===== src/rtl/audio_voice_sequencer_if.sv =====
// Signal bundle between the voice sequencer and its surroundings: the pattern
// ROM, the note-to-increment table, the tick sources and the PWM stage.
//
// Modports:
//   master - the sequencer. It drives pat_addr, note_out, sample_out,
//            sample_valid, step_out, overrun and fsm_state.
//   slave  - the environment. It drives ena, frame_tick, sample_tick,
//            pat_data and inc_in.
//
// Handshake semantics: the two ROM lookups have no handshake. pat_data must
// follow pat_addr, and inc_in must follow note_out, combinationally within
// the same cycle. frame_tick and sample_tick are one-cycle strobes with no
// ready. A strobe that arrives while the same kind of event is still pending
// is dropped and recorded in overrun. sample_valid is a one-cycle strobe with
// no ready. The consumer takes sample_out in that cycle, and sample_out then
// holds until the next strobe.
//
// fsm_state is a debug view of the controller: 0 IDLE, 1 LOAD, 2 ACCUM, 3 OUT.
interface audio_voice_sequencer_if #(
    parameter int NUM_VOICES = 4,
    parameter int STEPS      = 16,
    parameter int PHASE_W    = 16
);
    localparam int SW = $clog2(STEPS);
    localparam int AW = $clog2(STEPS) + $clog2(NUM_VOICES);

    logic               ena;
    logic               frame_tick;
    logic               sample_tick;
    logic [AW-1:0]      pat_addr;
    logic [7:0]         pat_data;
    logic [6:0]         note_out;
    logic [PHASE_W-1:0] inc_in;
    logic [7:0]         sample_out;
    logic               sample_valid;
    logic [SW-1:0]      step_out;
    logic               overrun;
    logic [1:0]         fsm_state;

    modport master (
        input  ena, frame_tick, sample_tick, pat_data, inc_in,
        output pat_addr, note_out, sample_out, sample_valid, step_out,
               overrun, fsm_state
    );

    modport slave (
        output ena, frame_tick, sample_tick, pat_data, inc_in,
        input  pat_addr, note_out, sample_out, sample_valid, step_out,
               overrun, fsm_state
    );
endinterface


===== src/rtl/audio_voice_sequencer.sv =====
// Music sequencer and voice scheduler.
//
// On frame ticks the block counts frames and advances through a pattern of
// STEPS steps. At each step it reads one ROM word per voice: gate in bit 7
// and note in bits 6:0. For each note it latches the phase increment that
// the external table returns.
//
// On sample ticks one accumulator/mixer datapath is shared across all the
// voices, one voice per cycle. The block then emits one 8-bit mixed sample.
//
// Ports:
//   clk, rst_n - single clock; asynchronous active-low reset
//   bus        - audio_voice_sequencer_if.master (ROM bus, ticks, sample out)
module audio_voice_sequencer #(
    parameter int NUM_VOICES     = 4,
    parameter int STEPS          = 16,
    parameter int TICKS_PER_STEP = 8,
    parameter int PHASE_W        = 16
) (
    input  logic                    clk,
    input  logic                    rst_n,
    audio_voice_sequencer_if.master bus
);
    localparam int VW  = $clog2(NUM_VOICES);
    localparam int SW  = $clog2(STEPS);
    localparam int FCW = (TICKS_PER_STEP > 1) ? $clog2(TICKS_PER_STEP) : 1;
    localparam logic [FCW-1:0] FC_LAST = FCW'(TICKS_PER_STEP - 1);
    localparam logic [VW-1:0]  V_LAST  = VW'(NUM_VOICES - 1);
    // NUM_VOICES * AMP <= 255, so the 8-bit mix can never wrap.
    localparam logic [7:0]     AMP     = 8'(255 / NUM_VOICES);

    typedef enum logic [1:0] {IDLE = 2'd0, LOAD = 2'd1, ACCUM = 2'd2, OUT = 2'd3} state_t;

    state_t                state, state_nx;
    logic [VW-1:0]         v;
    logic [SW-1:0]         step;
    logic [FCW-1:0]        frame_cnt;
    logic                  load_pend, samp_pend;
    logic [PHASE_W-1:0]    phase [NUM_VOICES];
    logic [PHASE_W-1:0]    inc   [NUM_VOICES];
    logic [NUM_VOICES-1:0] gate;
    logic [7:0]            mix, sample_q;
    logic                  sample_valid_q, overrun_q;

    logic samp_evt, step_evt, last_voice, start_accum, start_load;

    assign samp_evt   = bus.ena & bus.sample_tick;
    // A step completes on the frame tick that closes the current step.
    assign step_evt   = bus.ena & bus.frame_tick & (frame_cnt == FC_LAST);
    assign last_voice = (v == V_LAST);

    // A sample tick that arrives in IDLE is taken at once, without passing
    // through samp_pend. This keeps the latency at NUM_VOICES+2 cycles.
    always_comb begin
        state_nx    = state;
        start_accum = 1'b0;
        start_load  = 1'b0;
        if (!bus.ena) begin
            state_nx = IDLE;
        end else begin
            case (state)
                IDLE: begin
                    if (samp_pend || samp_evt) begin
                        state_nx    = ACCUM;
                        start_accum = 1'b1;
                    end else if (load_pend) begin
                        state_nx   = LOAD;
                        start_load = 1'b1;
                    end
                end
                LOAD:    if (last_voice) state_nx = IDLE;
                ACCUM:   if (last_voice) state_nx = OUT;
                OUT:     state_nx = IDLE;
                default: state_nx = IDLE;
            endcase
        end
    end

    always_ff @(posedge clk or negedge rst_n) begin
        if (!rst_n) state <= IDLE;
        else        state <= state_nx;
    end

    always_ff @(posedge clk or negedge rst_n) begin
        if (!rst_n) begin
            step           <= '0;
            frame_cnt      <= '0;
            load_pend      <= 1'b1;   // load step 0 right after reset
            samp_pend      <= 1'b0;
            overrun_q      <= 1'b0;
            v              <= '0;
            mix            <= '0;
            sample_q       <= '0;
            sample_valid_q <= 1'b0;
            gate           <= '0;
            for (int i = 0; i < NUM_VOICES; i++) begin
                phase[i] <= '0;
                inc[i]   <= '0;
            end
        end else if (!bus.ena) begin
            // Halted: drop pending work and keep the voice state as it is.
            load_pend      <= 1'b0;
            samp_pend      <= 1'b0;
            sample_valid_q <= 1'b0;
        end else begin
            sample_valid_q <= 1'b0;
            // A second event of the same kind while one is pending is lost.
            samp_pend <= (samp_pend | samp_evt) & ~start_accum;
            load_pend <= (load_pend | step_evt) & ~start_load;
            overrun_q <= overrun_q | (samp_evt & samp_pend) | (step_evt & load_pend);

            // The step counter runs independently of the FSM.
            if (bus.frame_tick) begin
                if (frame_cnt == FC_LAST) begin
                    frame_cnt <= '0;
                    step      <= step + SW'(1);
                end else begin
                    frame_cnt <= frame_cnt + FCW'(1);
                end
            end

            if (start_accum) begin
                v   <= '0;
                mix <= '0;
            end else if (start_load) begin
                v <= '0;
            end else begin
                case (state)
                    LOAD: begin
                        gate[v] <= bus.pat_data[7];
                        inc[v]  <= bus.inc_in;
                        v       <= v + VW'(1);
                    end
                    ACCUM: begin
                        // The mix uses the MSB before this update. Ungated
                        // voices still advance their phase.
                        phase[v] <= phase[v] + inc[v];
                        if (gate[v] && phase[v][PHASE_W-1]) mix <= mix + AMP;
                        v <= v + VW'(1);
                    end
                    OUT: begin
                        sample_q       <= mix;
                        sample_valid_q <= 1'b1;
                    end
                    default: ;
                endcase
            end
        end
    end

    assign bus.pat_addr     = {step, v};
    assign bus.note_out     = bus.pat_data[6:0];
    assign bus.sample_out   = sample_q;
    assign bus.sample_valid = sample_valid_q;
    assign bus.step_out     = step;
    assign bus.overrun      = overrun_q;
    assign bus.fsm_state    = state;
endmodule


===== src/flat_wrapper.sv =====
// flat-port wrapper written by rule: the top's interface ports become plain ports
module audio_voice_sequencer_flat 
#(
    parameter int NUM_VOICES     = 4,
    parameter int STEPS          = 16,
    parameter int TICKS_PER_STEP = 8,
    parameter int PHASE_W        = 16
)
  (clk, rst_n, bus_ena, bus_frame_tick, bus_sample_tick, bus_pat_data, bus_inc_in, bus_pat_addr, bus_note_out, bus_sample_out, bus_sample_valid, bus_step_out, bus_overrun, bus_fsm_state);
  audio_voice_sequencer_if #(.NUM_VOICES(NUM_VOICES), .STEPS(STEPS), .PHASE_W(PHASE_W)) bus_i ();
  input  logic clk;
  input  logic rst_n;
  input wire logic [$bits(bus_i.ena)-1:0] bus_ena;
  input wire logic [$bits(bus_i.frame_tick)-1:0] bus_frame_tick;
  input wire logic [$bits(bus_i.sample_tick)-1:0] bus_sample_tick;
  input wire logic [$bits(bus_i.pat_data)-1:0] bus_pat_data;
  input wire logic [$bits(bus_i.inc_in)-1:0] bus_inc_in;
  output wire logic [$bits(bus_i.pat_addr)-1:0] bus_pat_addr;
  output wire logic [$bits(bus_i.note_out)-1:0] bus_note_out;
  output wire logic [$bits(bus_i.sample_out)-1:0] bus_sample_out;
  output wire logic [$bits(bus_i.sample_valid)-1:0] bus_sample_valid;
  output wire logic [$bits(bus_i.step_out)-1:0] bus_step_out;
  output wire logic [$bits(bus_i.overrun)-1:0] bus_overrun;
  output wire logic [$bits(bus_i.fsm_state)-1:0] bus_fsm_state;
  assign bus_i.ena = bus_ena;
  assign bus_i.frame_tick = bus_frame_tick;
  assign bus_i.sample_tick = bus_sample_tick;
  assign bus_i.pat_data = bus_pat_data;
  assign bus_i.inc_in = bus_inc_in;
  assign bus_pat_addr = bus_i.pat_addr;
  assign bus_note_out = bus_i.note_out;
  assign bus_sample_out = bus_i.sample_out;
  assign bus_sample_valid = bus_i.sample_valid;
  assign bus_step_out = bus_i.step_out;
  assign bus_overrun = bus_i.overrun;
  assign bus_fsm_state = bus_i.fsm_state;
  audio_voice_sequencer #(.NUM_VOICES(NUM_VOICES), .STEPS(STEPS), .TICKS_PER_STEP(TICKS_PER_STEP), .PHASE_W(PHASE_W)) u_core (.clk(clk), .rst_n(rst_n), .bus(bus_i));
endmodule

===== config.mk =====
export PLATFORM = sky130hd
export DESIGN_NAME = audio_voice_sequencer_flat
export DESIGN_NICKNAME = d
export VERILOG_FILES = /design/src/rtl/audio_voice_sequencer_if.sv /design/src/rtl/audio_voice_sequencer.sv /design/src/flat_wrapper.sv
export SDC_FILE = /design/constraint.sdc
export NUM_CORES = 1
export LEC_CHECK = 0
export CORE_ASPECT_RATIO = 0.75
export CORE_UTILIZATION = 50
export CTS_BUF_LIST = sky130_fd_sc_hd__clkbuf_8 sky130_fd_sc_hd__clkbuf_16
export DETAILED_ROUTE_END_ITERATION = 12
export GPL_ROUTABILITY_DRIVEN = 0
export PLACE_DENSITY = 0.72
export SLEW_MARGIN = 10
export SYNTH_ARGS = -nofsm -noshare
export SYNTH_HDL_FRONTEND = slang
export SYNTH_SLANG_ARGS = --single-unit

===== constraint.sdc =====
create_clock -name clk -period 3.2 [get_ports clk]
set_clock_uncertainty 0.2 [all_clocks]
set_input_delay 0.32 -clock clk [delete_from_list [all_inputs] [get_ports clk]]
set_output_delay 0.32 -clock clk [all_outputs]
set_load 0.05 [all_outputs]

# After elaboration in Yosys (flattened, before gate mapping)
# Cells that the tools add are included.
# totals
ff_bits	163
input_bits	29
out_inout_bits	29
wordCells	110
# op_classes
add_sub_neg	5
order_cmp	4
n_eq_ne	9
muxes	42
bitwise_logic	14
reduce_logical	17
# op_table
operator	count
64-bit bitwise mux	2
16-bit 2-to-1 mux	5
16-bit binary-select mux with 2-bit select	2
16-bit demux with 2-bit select	1
8-bit 2-to-1 mux	4
16-bit adder	1
2-bit 2-to-1 mux	8
4-bit AND reduction	4
1-bit 2-to-1 mux	15
8-bit by 6-bit adder with 8-bit output, second input constant	1
2-bit case mux with 4 select lines	1
1-bit AND	7
2-bit == test, second input constant	3
3-bit by 2-bit inequality test with 1-bit output, second input constant	2
3-bit AND reduction	2
4-bit by 1-bit adder with 4-bit output, second input constant	1
4-bit bitwise mux	1
4-bit by 2-bit inequality test with 1-bit output, second input constant	1
1-bit OR	4
2-bit AND reduction	2
2-bit nonzero test	2
3-bit by 1-bit adder with 3-bit output, second input constant	1
3-bit == test, second input constant	1
3-bit greater-or-equal comparator, second input constant	1
16 further kinds	19

# Longest topological paths before layout
# Gate-level depths: netlist (run 1).
# logic_depth
depth_word	9
mapped_depth	12

# Worst setup path before layout (run 1)
# Ideal clock, no wire load.
# synth_path
kind	register to register
start	register u_core.v[0]
end	register u_core.phase[10] (netlist bit)
setup_time_ps	128
arrival_ps	3427
required_ps	2872
slack_ps	-555
path_stages_with_launch	13
n_path_buf	2
synth_period_minus_slack_ps	3755
cell_sequence	dfrtp_1 > buf_4 > buf_1 > mux4_2 > ha_1 > inv_1 > fa_1 > nand2b_1 > a211oi_1 > nor2_1 > o31ai_1 > xor2_1 > mux2_1
# synth_via
elab_chain_cells	6
word_cells_on_any_way	14
# synth_lines
item	line_no	source
start: declaration	audio_voice_sequencer.sv:35	logic [VW-1:0] v;
start signal: assignment	audio_voice_sequencer.sv:132	v <= v + VW'(1);
start signal: assignment	audio_voice_sequencer.sv:139	v <= v + VW'(1);
2-bit inverter with 3-bit output (not written as such) (*)	audio_voice_sequencer.sv:137	phase[v] <= phase[v] + inc[v];
16-bit binary-select mux with 2-bit select, or another cell as far along	audio_voice_sequencer.sv:137	
16-bit 2-to-1 mux (not written as such) / 1-bit logical AND (equally long branches)	audio_voice_sequencer.sv:137	
16-bit 2-to-1 mux (not written as such)	audio_voice_sequencer.sv:137	
16-bit adder / 16-bit demux with 2-bit select (equally long branches)	audio_voice_sequencer.sv:137	
64-bit bitwise mux (*)	audio_voice_sequencer.sv:137	
end signal: indexed assignment	audio_voice_sequencer.sv:137	
end: declaration	audio_voice_sequencer.sv:39	logic [PHASE_W-1:0] phase [NUM_VOICES];
# Every way passes the cells marked *; elsewhere a longest branch is shown, timed or not. The select of a mux whose other input is x is not followed.
# A chain may end at the register's enable or synchronous reset.

# Worst setup path after layout (run 1)
# layout_path
start	register u_core.v[0]
end	register u_core.phase[63] (netlist bit)
# The elaborated chain is that of the path after synthesis.

==> impl_metrics.toml, run 1 <==
[floorplanning]
core_area_mm2 = 0.0155
chipHeight_um = 112
floorplan_row_count = 39
num_io_pins = 58
initial_core_util_pct = 52.1
fp.dieArea_mm2 = 0.0166
die-width_um = 149

[timing]
period_share_pct = 98.3
tightestPinTransition_ns = 0.694
drv_slew = 0
layout_min_cycle_time_ns = 3.15
hold_slack_ns = 0.274
achievable-frequency_mhz = 318
setup_viol = 0
rsz_0062_raised_after_global_routing = "yes"
timing_hold_violations_final = 0
timing.setup.tns_ns = 0
relSlewSlack_pct = 53.7

[setup_path]
cpPeakStageDelay_ns = 0.54
critical_path_peak_fanout = 13
worstSetupEndpointType = "flip-flop"
worstPathArrival_ns = 3.25
crit_required_ns = 3.31
start_kind = "flip-flop"
r2r_slack_ns = 0.05
critical_path_cell_by_cell = "buf_12 -> mux4_2 -> ha_4 -> buf_4 -> a211oi_4 -> nor3_4 -> a311oi_2 -> buf_4 -> a21oi_2 -> xnor2_2 -> mux2_1"
timing_worst_setup_path_type = "flip-flop to flip-flop"
critical_path.slowest_cell = "sky130_fd_sc_hd__mux4_2"
crit_top_cell = "sky130_fd_sc_hd__buf_4"

[finish]
final_area_mm2 = 0.00975
antennaDiodeCount = 0
nets = 733
layout-drive-gt1-share_pct = 36.2
areaGrowthSynthToFinish_pct = 21.0

[clocking]
cts_root_buffer = "sky130_fd_sc_hd__clkbuf_16"
numCtsBuffers = 17
cts_tree = "built"
clk_latency_ns = 0.43
ctsLongestPathBuffers = 2
cts.htree.levels = 4
clock_sinks = 163
path_clk_slew_ns = 0.07

[global_routing]
grt_usage_pct = 22.3
first_global_vias = 5484
largest_net_degree_at_the_start_of_global_routing = 74
first_pass_grt_wire_length_um = 28400
initial_antenna_violation_count = 0
gr-total-overflow = 0

[yosys]
synth_largest_type_area_fraction_pct = 50.3
synth_top_cell_by_area = "sky130_fd_sc_hd__dfrtp_1"
synth_cell_types = 51
ys_ff_latch = 163
postSynthCellCount = 618
yosysWarnings = 0
synth_top_cells_by_area = "sky130_fd_sc_hd__dfrtp_1 (50%), sky130_fd_sc_hd__mux2_2 (13%), sky130_fd_sc_hd__mux4_2 (9.2%), sky130_fd_sc_hd__ha_1 (4.3%), sky130_fd_sc_hd__mux2_1 (3.5%)"
synth.cell_area_mm2 = 0.00806
syn_nets = 676
synth_sequential_area_ratio_pct = 50.6
syn-mean-instance-area_um2 = 13.0

[placed_design]
detailed_place_hpwl_um = 11300
port_buffers = 43
place_area_mm2 = 0.00883

[drt]
antenna_violating_nets_post_route = 0
drcViolationCount = 0
dr_total_vias = 5106
routed_via_density = 5.72
postRouteWirelength_um = 17200
drt_pre_antenna_iters = 4
wl_per_cell_um = 19.2
dr.first_iter.drc_count = 321

[pwr]
max-vdd-ir-drop_v = 0.000484
pwr_density_cell_mw_per_mm2 = 1020
power.static_leakage_uw = 0.00441

[flow_run]
maxCapViolations = 0

[run_status]
status = "finished, final reports clean"

[min_path]
hold_path_class = "flip-flop to flip-flop"
==> state kept, by name (all words and copies together) (netlist names) <==
signal                   cells
u_core.bus.fsm_state         2
u_core.bus.overrun           1
u_core.bus.sample_out        8
u_core.bus.sample_valid      1
u_core.bus.step_out          4
u_core.frame_cnt             3
u_core.gate                  4
u_core.inc                  64
u_core.load_pend             1
u_core.mix                   8
u_core.phase                64
u_core.samp_pend             1
u_core.v                     2
==> critical path, delay by kind of cell (launching register included) <==
| kind | cells | cell delay [ns] |
|---|---|---|
| AOI/OAI and AO/OA | 3 | 0.70 |
| muxes | 2 | 0.84 |
| xor gates and xnor gates | 1 | 0.17 |
| DFF | 1 | 0.37 |
| adders and majority gates | 1 | 0.19 |
| and+or+nand+nor | 1 | 0.08 |
| buffers and inverters | 3 | 0.47 |
==> cell families after synthesis <==
kind of cell / share of synthesized area [%]
mux: 25.6
fa+ha+maj: 4.60
compound gates: 7.86
simple gates: 6.32
flops: 50.6
buf+inv: 3.29
xor+xnor: 1.74
==> synthesized netlist by cell type (all sizes together) <==
| master | n |
|---|---|
| o41ai | 4 |
| a311oi | 1 |
| nand3 | 6 |
| mux2i | 1 |
| nor4 | 1 |
| dfrtp | 162 |
| and2 | 2 |
| clkbuf | 12 |
| o211ai | 2 |
| nor3 | 4 |
| nor2b | 2 |
| nand2b | 5 |
| inv | 15 |
| o311ai | 2 |
| nor2 | 18 |
| nor3b | 2 |
| nand4 | 3 |
| a21o | 4 |
| o22ai | 1 |
| o31ai | 10 |
| nand2 | 58 |
| mux4 | 33 |
| o21bai | 2 |
| xnor2 | 9 |
| o21a | 2 |
| xor2 | 7 |
| nand3b | 2 |
| mux2 | 116 |
| or3 | 1 |
| and2b | 1 |
| buf | 27 |
| a31oi | 2 |
| and3 | 6 |
| dfstp | 1 |
| o21ai | 41 |
| a21oi | 14 |
| ha | 28 |
| a211oi | 5 |
| fa | 1 |
| o2111ai | 1 |
| o211a | 1 |
| a221oi | 2 |
| a21boi | 1 |
==> timing repair <==
action / CTS / global route
endpoints found under the hold margin: 70 / 0
buffers inserted: 0 / 4
hold buffers: 1 / 0
pin swaps: 2 / 9
resized for setup: 6 / 43
setup endpoints to repair: 16 / 35
==> layer usage <==
metal / GRT usage [%] / vias to the layer above / share of wire, %
met2: 33.9 / 115 / 47
met4: 8.25 / 0 / 1.4
met5: 0 / - / 0
met3: 5.16 / 19 / 4.9
li1: - / 2367 / -
met1: 31.3 / 2605 / 47
==> path summary, 6_finish.rpt <==
path,from,endpoint,depth (start not counted)
min reg2reg,u_core.phase[25],u_core.phase[25],2
max,u_core.v[0],u_core.phase[63],11
max in group asynchronous,rst_n,u_core.bus.step_out[2],3
min,u_core.phase[25],u_core.phase[25],2
max reg2reg,u_core.v[0],u_core.phase[63],11
min in group asynchronous,rst_n,u_core.phase[39],2
==> layout by cell type (no fill, tap or decap), types with 6 or more instances in the layout <==
cell type,instances
sky130_fd_sc_hd__ha_1,14
sky130_fd_sc_hd__nand3_1,6
sky130_fd_sc_hd__mux4_2,33
sky130_fd_sc_hd__o21ai_1,10
sky130_fd_sc_hd__dfrtp_1,160
sky130_fd_sc_hd__xor2_1,7
sky130_fd_sc_hd__inv_1,14
sky130_fd_sc_hd__xnor2_1,7
sky130_fd_sc_hd__nor2_1,16
sky130_fd_sc_hd__nand2_1,51
sky130_fd_sc_hd__nand2_2,7
sky130_fd_sc_hd__buf_4,28
sky130_fd_sc_hd__mux2_2,90
sky130_fd_sc_hd__clkbuf_16,17
sky130_fd_sc_hd__o21ai_0,30
sky130_fd_sc_hd__mux2_1,25
sky130_fd_sc_hd__clkdlybuf4s50_1,42
sky130_fd_sc_hd__o31ai_1,8
sky130_fd_sc_hd__ha_4,13
sky130_fd_sc_hd__a21oi_1,10
==> cell type report <==
| cell class | count | area, um2 |
|---|---|---|
| Clock buffer | 17 | 425 |
| Clock inverter | 15 | 151 |
| Fill cell | 1095 | 5720 |
| Inverter | 15 | 56.3 |
| Multi-Input combinational cell | 401 | 4030 |
| Sequential cell | 163 | 4080 |
| Tap cell | 205 | 256 |
| Timing Repair Buffer | 77 | 743 |
==> stage by stage <==
stage	total power [uW]	setup WS, ns	std cells	utilization (%)
CTS	9450	-0.00223	889	61.3
finish	9950	0.0542	893	63.0
global placement	7070	-0.0249	856	57.1
global route	10600	-0.0621	893	63.0
floorplan	6150	0.00312	618	-
detailed placement	7300	-0.0622	856	57.1
==> where the power goes <==
group | internal, uW | switching, uW
combinational | 2340 | 2420
clock | 1090 | 897
sequential | 2790 | 411
total | 6220 | 3730
Power figures use the tool's default switching activity.
==> inputs of run 2 (changes only) <==
--- a/config.mk
+++ b/config.mk
@@ -11,6 +11,7 @@
 export DETAILED_ROUTE_END_ITERATION = 12
 export GPL_ROUTABILITY_DRIVEN = 0
 export PLACE_DENSITY = 0.72
+export SKIP_LAST_GASP = 1
 export SLEW_MARGIN = 10
 export SYNTH_ARGS = -nofsm -noshare
 export SYNTH_HDL_FRONTEND = slang
==> impl_metrics.toml, run 2 (same netlist as run 1, synthesis figures left out) <==
[setup_path]
critical_path_cell_by_cell = "buf_12 -> mux4_2 -> ha_1 -> o21ai_2 -> nor3_4 -> a311oi_2 -> buf_4 -> a21oi_2 -> xnor2_1 -> mux2_1"
cpPeakStageDelay_ns = 0.56
critical_path.slowest_cell = "sky130_fd_sc_hd__mux4_2"
r2r_slack_ns = 0.03
worstPathArrival_ns = 3.28
crit_required_ns = 3.31
worstSetupEndpointType = "flip-flop"
timing_worst_setup_path_type = "flip-flop to flip-flop"
worstPathBufferInverterCount = 2
critical_path_peak_fanout = 13
timing.critical_path.max_delay_family = "multiplexers"
start_kind = "flip-flop"

[finish]
areaGrowthSynthToFinish_pct = 20.7
nets = 733
layout_top_registers = "u_core.inc (64), u_core.phase (64)"
antennaDiodeCount = 0
layout_commonest_cell = "sky130_fd_sc_hd__dfrtp_1"
most-common-layout-cells = "sky130_fd_sc_hd__dfrtp_1 (160), sky130_fd_sc_hd__mux2_2 (90), sky130_fd_sc_hd__nand2_1 (51)"
layout-drive-gt1-share_pct = 35.5

[pwr]
power.static_leakage_uw = 0.00440
max-vdd-ir-drop_v = 0.000473
p_int_uw = 6190
power_switching_share_pct = 37.5
p_seq_share_pct = 32.3
power.switching_uw = 3720
pwr_density_cell_mw_per_mm2 = 1020
total_power_uw = 9910
power_frac_clock_pct = 20.1
comb_power_share_pct = 47.6

[floorplanning]
chipHeight_um = 112
fp.dieArea_mm2 = 0.0166
num_io_pins = 58
floorplan_row_count = 39
initial_core_util_pct = 52.1
core_area_mm2 = 0.0155
die-width_um = 149

[clocking]
ctsLongestPathBuffers = 2
cts_tree = "built"
cts.htree.levels = 4
cts_root_buffer = "sky130_fd_sc_hd__clkbuf_16"
path_clk_slew_ns = 0.07
numCtsBuffers = 17
clk_latency_ns = 0.43
clock_sinks = 163

[drt]
postRouteWirelength_um = 17200
drcViolationCount = 0
antenna_violating_nets_post_route = 0
wl_per_cell_um = 19.3
dr_total_vias = 5136
drt_pre_antenna_iters = 5
routed_via_density = 5.75
dr.first_iter.drc_count = 309

[timing]
setup_viol = 0
hold_slack_ns = 0.273
drv_slew = 0
period_share_pct = 99.2
rsz_0062_raised_after_global_routing = "yes"
timing_hold_violations_final = 0
layout_min_cycle_time_ns = 3.17
relSlewSlack_pct = 53.9
tightestPinTransition_ns = 0.692
achievable-frequency_mhz = 315

[run_status]
status = "finished, final reports clean"

[global_routing]
grt_usage_pct = 22.3
gr-total-overflow = 0
first_pass_grt_wire_length_um = 28400
initial_antenna_violation_count = 0
largest_net_degree_at_the_start_of_global_routing = 74
first_global_vias = 5484

[min_path]
hold_path_class = "flip-flop to flip-flop"

[placed_design]
port_buffers = 43
detailed_place_hpwl_um = 11300

[flow_run]
maxCapViolations = 0
==> run 2: power by group through the flow <==
stage,logic (uW),registers (uW),clock network [uW]
floorplan,2940,3210,0
global placement,3900,3160,0
detailed placement,4080,3220,0
CTS,4230,3190,2030
global route,5130,3280,2120
finish,4720,3200,1990
==> run 2: layout make-up <==
type	instances	area (um2)
Clock buffer	17	425
Clock inverter	15	151
Fill cell	1096	5750
Inverter	15	56.3
Multi-Input combinational cell	401	4010
Sequential cell	163	4080
Tap cell	205	256
Timing Repair Buffer	77	743
==> run 2: tightest hold or removal path, delay by kind of cell, from the launching register on <==
family	cells	cell delay, ns
flip-flops	1	0.34
AND/OR/NAND/NOR	1	0.05
AO/OA/AOI/OAI	1	0.05
==> run 2: what timing repair did <==
action / CTS / global route
resized for setup: 6 / 37
gates cloned: 0 / 0
setup endpoints to repair: 16 / 35
hold buffers: 1 / 0
pin swaps: 2 / 8
hold endpoints to repair: 70 / 0
buffers inserted: 0 / 4
==> run 2: metal layers <==
metal  vias up  global-route usage (%)  routed length [um]
li1       2374                       -                   -
met4         0                    8.25                 367
met5         -                       0                   0
met2        96                    33.9                8050
met1      2636                    31.3                8120
met3        30                    5.16                 687
==> run 2: metrics by stage <==
step	cell area (um2)	util (%)	setup WS (ns)	TNS [ns]	instances
after detailed placement	8830	57.1	-0.0622	-0.638	856
final	9720	62.9	0.0262	0	893
after CTS	9480	61.3	-0.00223	-0.00332	889
after floorplan	8140	-	0.00312	0	618
after global routing	9720	62.9	-0.0894	-0.974	893
after global placement	8830	57.1	-0.0249	-0.126	856
==> run 2: path summary, 6_finish.rpt <==
path	from	depth (start not counted)	end
min in group asynchronous	rst_n	2	u_core.phase[39]
hold reg to reg	u_core.phase[25]	2	u_core.phase[25]
setup / recovery	u_core.v[0]	10	u_core.phase[63]
max in group asynchronous	rst_n	3	u_core.phase[20]
setup reg to reg	u_core.v[0]	10	u_core.phase[63]
hold / removal	u_core.phase[25]	2	u_core.phase[25]
==> inputs of run 3 (changes only) <==
--- a/config.mk
+++ b/config.mk
@@ -5,9 +5,11 @@
 export SDC_FILE = /design/constraint.sdc
 export NUM_CORES = 1
 export LEC_CHECK = 0
+export CAP_MARGIN = 20
 export CORE_ASPECT_RATIO = 0.75
 export CORE_UTILIZATION = 50
 export CTS_BUF_LIST = sky130_fd_sc_hd__clkbuf_8 sky130_fd_sc_hd__clkbuf_16
+export CTS_CLUSTER_DIAMETER = 60
 export DETAILED_ROUTE_END_ITERATION = 12
 export GPL_ROUTABILITY_DRIVEN = 0
 export PLACE_DENSITY = 0.72
@@ -16,3 +18,4 @@
 export SYNTH_ARGS = -nofsm -noshare
 export SYNTH_HDL_FRONTEND = slang
 export SYNTH_SLANG_ARGS = --single-unit
+export TNS_END_PERCENT = 1
==> impl_metrics.toml, run 3 (same netlist as run 1, synthesis figures left out) <==
[run_status]
status = "finished with violations"
violations = "negative setup slack"

[floorplanning]
die-width_um = 149
core_area_mm2 = 0.0155
chipHeight_um = 112
floorplan_row_count = 39
num_io_pins = 58
fp.dieArea_mm2 = 0.0166
initial_core_util_pct = 52.1

[clocking]
cts.htree.levels = 4
ctsLongestPathBuffers = 2
cts_tree = "built"
cts_root_buffer = "sky130_fd_sc_hd__clkbuf_16"
path_clk_slew_ns = 0.07
numCtsBuffers = 17
clock_sinks = 163
clk_latency_ns = 0.42

[finish]
layout_commonest_cell = "sky130_fd_sc_hd__dfrtp_1"
areaGrowthSynthToFinish_pct = 19.1
nets = 734
most-common-layout-cells = "sky130_fd_sc_hd__dfrtp_1 (160), sky130_fd_sc_hd__mux2_2 (90), sky130_fd_sc_hd__nand2_1 (52)"
antennaDiodeCount = 0
layout-drive-gt1-share_pct = 32.8
layout_top_registers = "u_core.inc (64), u_core.phase (64)"

[global_routing]
first_global_vias = 5521
grt_usage_pct = 22.6
largest_net_degree_at_the_start_of_global_routing = 71
first_pass_grt_wire_length_um = 28800
gr-total-overflow = 0
initial_antenna_violation_count = 0

[flow_run]
maxCapViolations = 0

[placed_design]
port_buffers = 43
detailed_place_hpwl_um = 11500

[timing]
period_share_pct = 101
relSlewSlack_pct = 57.9
setup_viol = 6
timing_hold_violations_final = 0
tightestPinTransition_ns = 0.629
rsz_0062_raised_after_global_routing = "yes"
layout_min_cycle_time_ns = 3.24
drv_slew = 0
hold_slack_ns = 0.218
timing.setup.tns_ns = -0.109
finalWorstSetupSlack_ns = -0.0414
achievable-frequency_mhz = 309

[setup_path]
r2r_slack_ns = -0.04
start_kind = "flip-flop"
worstPathArrival_ns = 3.36
startpoint = "u_core.v[0]"
critical_path.reg2reg.endpoint = "u_core.phase[45]"
cp.depth = 10
timing.critical_path.max_delay_family = "compound AO/OA/AOI/OAI gates"
r2r_start = "u_core.v[0]"
cpPeakStageDelay_ns = 0.54
worstPathBufferInverterCount = 2
timing_worst_setup_path_type = "flip-flop to flip-flop"
critical_path_peak_fanout = 13
critPathCapture = "u_core.phase[45]"
critical_path.slowest_cell = "sky130_fd_sc_hd__mux4_2"
worstSetupEndpointType = "flip-flop"
critical_path_cell_by_cell = "buf_12 -> mux4_2 -> ha_1 -> a211oi_4 -> nor3_2 -> a311oi_2 -> buf_4 -> and2b_2 -> o21bai_4 -> o41ai_2"
reg2reg_depth = 10
crit_required_ns = 3.32

[drt]
wl_met2_um = 8490
route.layer.met1.wl_um = 8210
dr_total_vias = 5221
wire_length_on_met3_um = 762
antenna_violating_nets_post_route = 0
dr.first_iter.drc_count = 406
drt_pre_antenna_iters = 4
wl_per_cell_um = 19.7
drcViolationCount = 0
postRouteWirelength_um = 17600
routed_via_density = 5.84
highest-signal-layer = "met4"

[pwr]
total_power_uw = 9770
power.static_leakage_uw = 0.00441
pwr_density_cell_mw_per_mm2 = 1020
max-vdd-ir-drop_v = 0.000501

[min_path]
hold_path_class = "input pin to async pin"
[run 3: what timing repair did]
item                       4_1_cts  5_1_grt
resized for setup                5       25
setup endpoints to repair       26       36
pin swaps                        1        6
setup buffers                    0        3
hold endpoints to repair        53        0
hold buffers                     1        0
gates cloned                     0        0
[run 3: per-layer routing]
layer  vias to the layer above  GRT usage [%]
met3                        12           4.55
met4                         0           6.39
met1                      2723           32.4
li1                       2367              -
met2                       119           35.0
met5                         -              0
[run 3: area by class of cell]
cell class / instances / area (um2)
fillers: 1136 / 5870
flip-flops and latches: 163 / 4080
multi-input cells: 401 / 3880
repair buffers: 78 / 729
clock buffers: 17 / 425
well taps: 205 / 256
clock inverters: 15 / 166
inverters: 15 / 56.3
[run 3: worst min-delay path by stage]
stage,from,end,slack (ns),cells after the start
6_report,rst_n,u_core.inc[52],0.22,2
5_1_grt,rst_n,u_core.phase[23],0.25,2
4_1_cts,rst_n,u_core.inc[52],0.23,2
3_5_place_dp,rst_n,u_core.phase[55],0.11,1
3_3_place_gp,rst_n,u_core.phase[55],0.1,1
2_1_floorplan,rst_n,u_core.bus.fsm_state[0],-0.18,0
[run 3: where the power goes]
| group | internal [uW] | leakage (uW) | switching, uW | total (uW) |
|---|---|---|---|---|
| registers | 2790 | 0.00217 | 407 | 3190 |
| clock network | 1170 | 0.000293 | 908 | 2080 |
| logic | 2170 | 0.00194 | 2330 | 4500 |
[run 3: through the flow]
stage | util (%) | setup WS, ns | cells | cell area [um2]
2_1_floorplan | - | -0.0222 | 618 | 8110
3_3_place_gp | 56.9 | -0.100 | 858 | 8800
3_5_place_dp | 56.9 | -0.146 | 858 | 8800
4_1_cts | 60.9 | -0.0565 | 891 | 9420
5_1_grt | 62.0 | -0.172 | 894 | 9600
6_report | 62.0 | -0.0414 | 894 | 9600
